$ cat src/rtl/fifo_rd_stream.sv
// -----------------------------------------------------------------------------
// fifo_rd_stream
//
// Pops words from a first-word-fall-through FIFO and presents them as a
// valid/ready stream grouped into bursts of BURST_LEN beats. Two words of
// local storage (an output register and a skid register) keep the FIFO pop
// strobe independent of m_ready while still sustaining one beat per cycle.
//
// Ports
//   clk          : clock, all state changes on the rising edge
//   rst_n        : asynchronous active-low reset
//   enable       : allows new pops; held data still drains when low
//   flush        : synchronous discard of held data and burst position
//   fifo_empty   : FIFO empty flag
//   fifo_data    : FIFO head word (valid whenever fifo_empty is low)
//   fifo_r_ready : pop strobe, one word consumed per high cycle
//   m_valid      : output beat valid
//   m_ready      : downstream accepts the beat
//   m_data       : output beat data
//   m_last       : final beat of each burst
//   occupancy    : words held internally (0, 1 or 2)
// -----------------------------------------------------------------------------
module fifo_rd_stream #(
    parameter int WIDTH     = 64,
    parameter int BURST_LEN = 16
) (
    input  logic             clk,
    input  logic             rst_n,
    input  logic             enable,
    input  logic             flush,
    input  logic             fifo_empty,
    input  logic [WIDTH-1:0] fifo_data,
    output logic             fifo_r_ready,
    output logic             m_valid,
    input  logic             m_ready,
    output logic [WIDTH-1:0] m_data,
    output logic             m_last,
    output logic [1:0]       occupancy
);

    localparam int CW = (BURST_LEN > 1) ? $clog2(BURST_LEN) : 1;
    localparam logic [CW-1:0] LAST_BEAT = CW'(BURST_LEN - 1);

    typedef enum logic [1:0] {
        EMPTY = 2'd0,
        ONE   = 2'd1,
        TWO   = 2'd2
    } state_t;

    state_t           state;
    logic [WIDTH-1:0] out_q;
    logic [WIDTH-1:0] skid_q;
    logic [CW-1:0]    beat_cnt;
    logic             pop;
    logic             acc;

    // Burst position wraps after the last beat; with BURST_LEN=1 it stays 0.
    function automatic logic [CW-1:0] next_beat(input logic [CW-1:0] cnt);
        if (cnt == LAST_BEAT) begin
            return '0;
        end
        return cnt + CW'(1);
    endfunction

    // The pop decision never looks at m_ready: the skid register absorbs the
    // word popped in the cycle the downstream stalls. rst_n is folded in so
    // no pop can be signalled while reset is held.
    assign fifo_r_ready = rst_n & enable & ~fifo_empty & ~flush & (state != TWO);
    assign pop          = fifo_r_ready;
    assign acc          = m_valid & m_ready;

    // All stream outputs are decoded from registered state only.
    assign m_valid   = (state != EMPTY);
    assign m_data    = out_q;
    assign m_last    = m_valid & (beat_cnt == LAST_BEAT);
    assign occupancy = state;

    always_ff @(posedge clk or negedge rst_n) begin
        if (!rst_n) begin
            state    <= EMPTY;
            out_q    <= '0;
            skid_q   <= '0;
            beat_cnt <= '0;
        end else if (flush) begin
            // Flush wins over pop and accept; a beat taken this cycle is not
            // counted so the next burst starts cleanly at beat 0.
            state    <= EMPTY;
            beat_cnt <= '0;
        end else begin
            if (acc) begin
                beat_cnt <= next_beat(beat_cnt);
            end
            case (state)
                EMPTY: begin
                    if (pop) begin
                        out_q <= fifo_data;
                        state <= ONE;
                    end
                end
                ONE: begin
                    case ({pop, acc})
                        2'b11: out_q <= fifo_data;
                        2'b10: begin
                            skid_q <= fifo_data;
                            state  <= TWO;
                        end
                        2'b01: state <= EMPTY;
                        default: begin
                        end
                    endcase
                end
                TWO: begin
                    if (acc) begin
                        out_q <= skid_q;
                        state <= ONE;
                    end
                end
                default: state <= EMPTY;
            endcase
        end
    end

endmodule

$ cat config.mk
export PLATFORM = sky130hd
export DESIGN_NAME = fifo_rd_stream
export DESIGN_NICKNAME = d
export VERILOG_FILES = /design/src/rtl/fifo_rd_stream.sv
export SDC_FILE = /design/constraint.sdc
export NUM_CORES = 1
export LEC_CHECK = 0
export BUFFER_PORTS_ARGS = -buffer_cell sky130_fd_sc_hd__buf_4
export CORE_MARGIN = 2
export CORE_UTILIZATION = 48
export CTS_BUF_LIST = sky130_fd_sc_hd__clkbuf_16
export DETAILED_ROUTE_END_ITERATION = 8
export PLACE_DENSITY = 0.79
export SYNTH_ARGS = -nofsm -noshare
export SYNTH_HDL_FRONTEND = slang
export SYNTH_SLANG_ARGS = --single-unit
$ cat constraint.sdc
create_clock -name clk -period 1.75 [get_ports clk]
set_input_delay 0.2625 -clock clk [delete_from_list [all_inputs] [get_ports clk]]
set_output_delay 0.2625 -clock clk [all_outputs]
set_load 0.005 [all_outputs]
==> results.cfg <==
[global_route]
grt_use_total_pct = 22.3
antenna_found_initial = 0
grt_pass1_vias = 4328
grt_max_degree = 124
grt_first_pass_wirelength_um = 22800
overflow = 0

[sta]
finalClockSkew_ns = 0.0108
fin_crit_sh_pct = 98.6
period_needed_ns = 1.73
setup_viol = 0
slew_violations = 0
fin_ws_ns = 0.0237
fin_setup_tns_ns = 0
relSlewSlack_pct = 57.4
max_freq_mhz = 579
hold_violations = 0
tightest_slew_ns = 0.639
rsz0062_at_grt = true

[route]
wl_met2_um = 6800
drt_iter0_drc = 289
ant_nets = 0
wl_met3_um = 944
top_layer_used = met4
drtPass1Iterations = 4
routedWlPerCell_um = 20.5
drt-total-wl_um = 14200
vias = 4188
drc_errors = 0
drt-met1-wl_um = 6280
routed_via_density = 6.03

[logic_synthesis]
synth_cell_types = 30
synth-adder-area-share_pct = 0.213
synth_top_family_by_area = compound AO/OA/AOI/OAI gates
syn_nets = 478
syn_inst = 407
syn_area_mm2 = 0.00589
synth.top_cell.area_share_pct = 57.0
ys_top_cells_by_area = dfrtp_1, mux2_4, o32ai_1
avgSynthCellArea_um2 = 14.5
synth_seq_cells = 134
synthXorXnorAreaFrac_pct = 0.149
yosys_warnings = 0
synth_mux_area_share_pct = 16.4
yosys.area_share.simple_pct = 1.81
yosys.area.top_type = dfrtp_1
synth_compound_area_share_pct = 20.4
ys_seq_area_share_pct = 57.0

[clock_tree]
clock_sinks = 134
cts_max_level = 4
cts_max_path_buffers = 2
root_buffer = clkbuf_16
path_clk_slew_ns = 0.05
cts_buffers = 17
cts_tree = yes
clk_latency_ns = 0.41

[floorplan]
die_y_um = 115
dieArea_mm2 = 0.0132
ioPinCount = 139
core_mm2 = 0.0120
die_w_um = 115
row_count = 40
initial_utilization_pct = 49.0

[cells_and_area]
diodes = 0
nets = 611
layout_common_cells = buf_4, dfrtp_1, o32ai_1
multi_input_area_mm2 = 0.00231
fillers = 913
regArea_mm2 = 0.00335
layout_commonest_cell = buf_4
final_layout_size_suffix_gt1_share_pct = 46.5
stdcell_count = 695
syn_to_final_growth_pct = 29.9

[placed_design]
place_worst_setup_slack_ns = -0.0312
place_congestion = 0.772
io_buffers = 138
dp_cells = 664
dp_hpwl_um = 8750

[setup_path]
crit_type = register to register
crit_arrival_ns = 2.01
critical-path-max-stage-delay_ns = 0.41
required_ns = 2.04
crit_family = simple AND/OR/NAND/NOR gates
cp_max_fo = 33
path_buf_inv = 1
slowest_stage = or3b_4
start_kind = register
crit_chain = or2_4 -> or3b_4 -> buf_12 -> mux2_4
end_kind = register

[worst_hold_path]
hold_class = input pin to async pin

[flow_run]
maxCapViolCount = 0

[power]
power.leakage_nw = 3.68
ir_drop_mv = 0.673
power_density_mw_per_mm2 = 1120

[status]
status = complete, no violations
==> flip-flops by register name (all words and copies together) (netlist names) <==
| signal | count |
|---|---|
| beat_cnt | 4 |
| skid_q | 64 |
| m_data | 64 |
| occupancy | 2 |
==> worst reg2reg max path: stages (launching register included) <==
cell and delay, ns:
dfrtp_2 0.40, or2_4 0.23, or3b_4 0.41, buf_12 0.21, mux2_4 0.34
==> synthesized netlist by cell type (all sizes together) <==
library cell	count
nor2b	2
or3b	2
inv	2
o211ai	2
and4bb	1
o221a	1
buf	17
a2bb2oi	64
nand2	2
xor2	1
nand3b	1
nor3	2
o32ai	65
a21oi	5
o21a	1
clkbuf	28
nor2	4
ha	1
dfrtp	134
mux2	64
nand2b	1
o21ai	2
or3	1
or2	1
mux2i	2
nand3	1
==> logic make-up after synthesis <==
family,Yosys count
xor gates and xnor gates,1
AOI/OAI and AO/OA,140
DFF,134
and+or+nand+nor,18
buffers and inverters,47
adders and majority gates,1
muxes,66
==> layout make-up <==
type / instances / area share [%]
timing repair buffer: 159 / 16.7
sequential: 134 / 43.9
multi-input combinational: 226 / 30.2
clock buffer: 17 / 5.56
tap: 147 / 2.40
inverter: 2 / 0.0981
clock inverter: 10 / 1.24
==> routing by layer <==
layer  global-route usage [%]  up-vias
met3                     6.91       20
met4                     7.23        0
met1                     30.6     2122
met5                        0        -
met2                     34.2      173
li1                         -     1873
==> path summary, 6_finish.rpt <==
path,start,endpoint,slack [ns],cells past startpoint
min,rst_n,beat_cnt[3]$_DFFE_PN0P_,0.006,2
max,occupancy[1]$_DFFE_PN0P_,skid_q[38]$_DFFE_PN0P_,0.02,4
min in group clk,fifo_data[59],skid_q[59]$_DFFE_PN0P_,0.09,2
max in group asynchronous,rst_n,skid_q[19]$_DFFE_PN0P_,1.19,3
min reg2reg,skid_q[34]$_DFFE_PN0P_,skid_q[34]$_DFFE_PN0P_,0.51,1
max reg2reg,occupancy[1]$_DFFE_PN0P_,skid_q[38]$_DFFE_PN0P_,0.02,4
==> report_power, final <==
part	total, mW	internal, mW	switching, mW
combinational	1.49	0.966	0.523
clock	3.24	2.02	1.22
sequential	3.87	3.57	0.302
==> through the flow <==
step / total power [mW] / cell area (um2) / hold WS, ns / utilization, %
after CTS: 8.64 / 7620 / 0.0406 / 63.4
after global placement: 5.34 / 7080 / 0.270 / 59.0
after floorplan: 4.48 / 5890 / -0.0331 / -
final: 8.60 / 7650 / 0.00566 / 63.7
after detailed placement: 5.39 / 7080 / 0.270 / 59.0
after global routing: 8.97 / 7650 / 0.0656 / 63.7
==> what timing repair did <==
action | 4_1_cts | 5_1_grt
resized for setup | 1 | 3
buffers inserted | 0 | 3
pin swaps | 0 | 1
endpoints found under the setup margin | 54 | 9
hold buffers | 1 | 0
endpoints found under the hold margin | 11 | 0
Note: power is estimated with default switching activity, not from simulation.
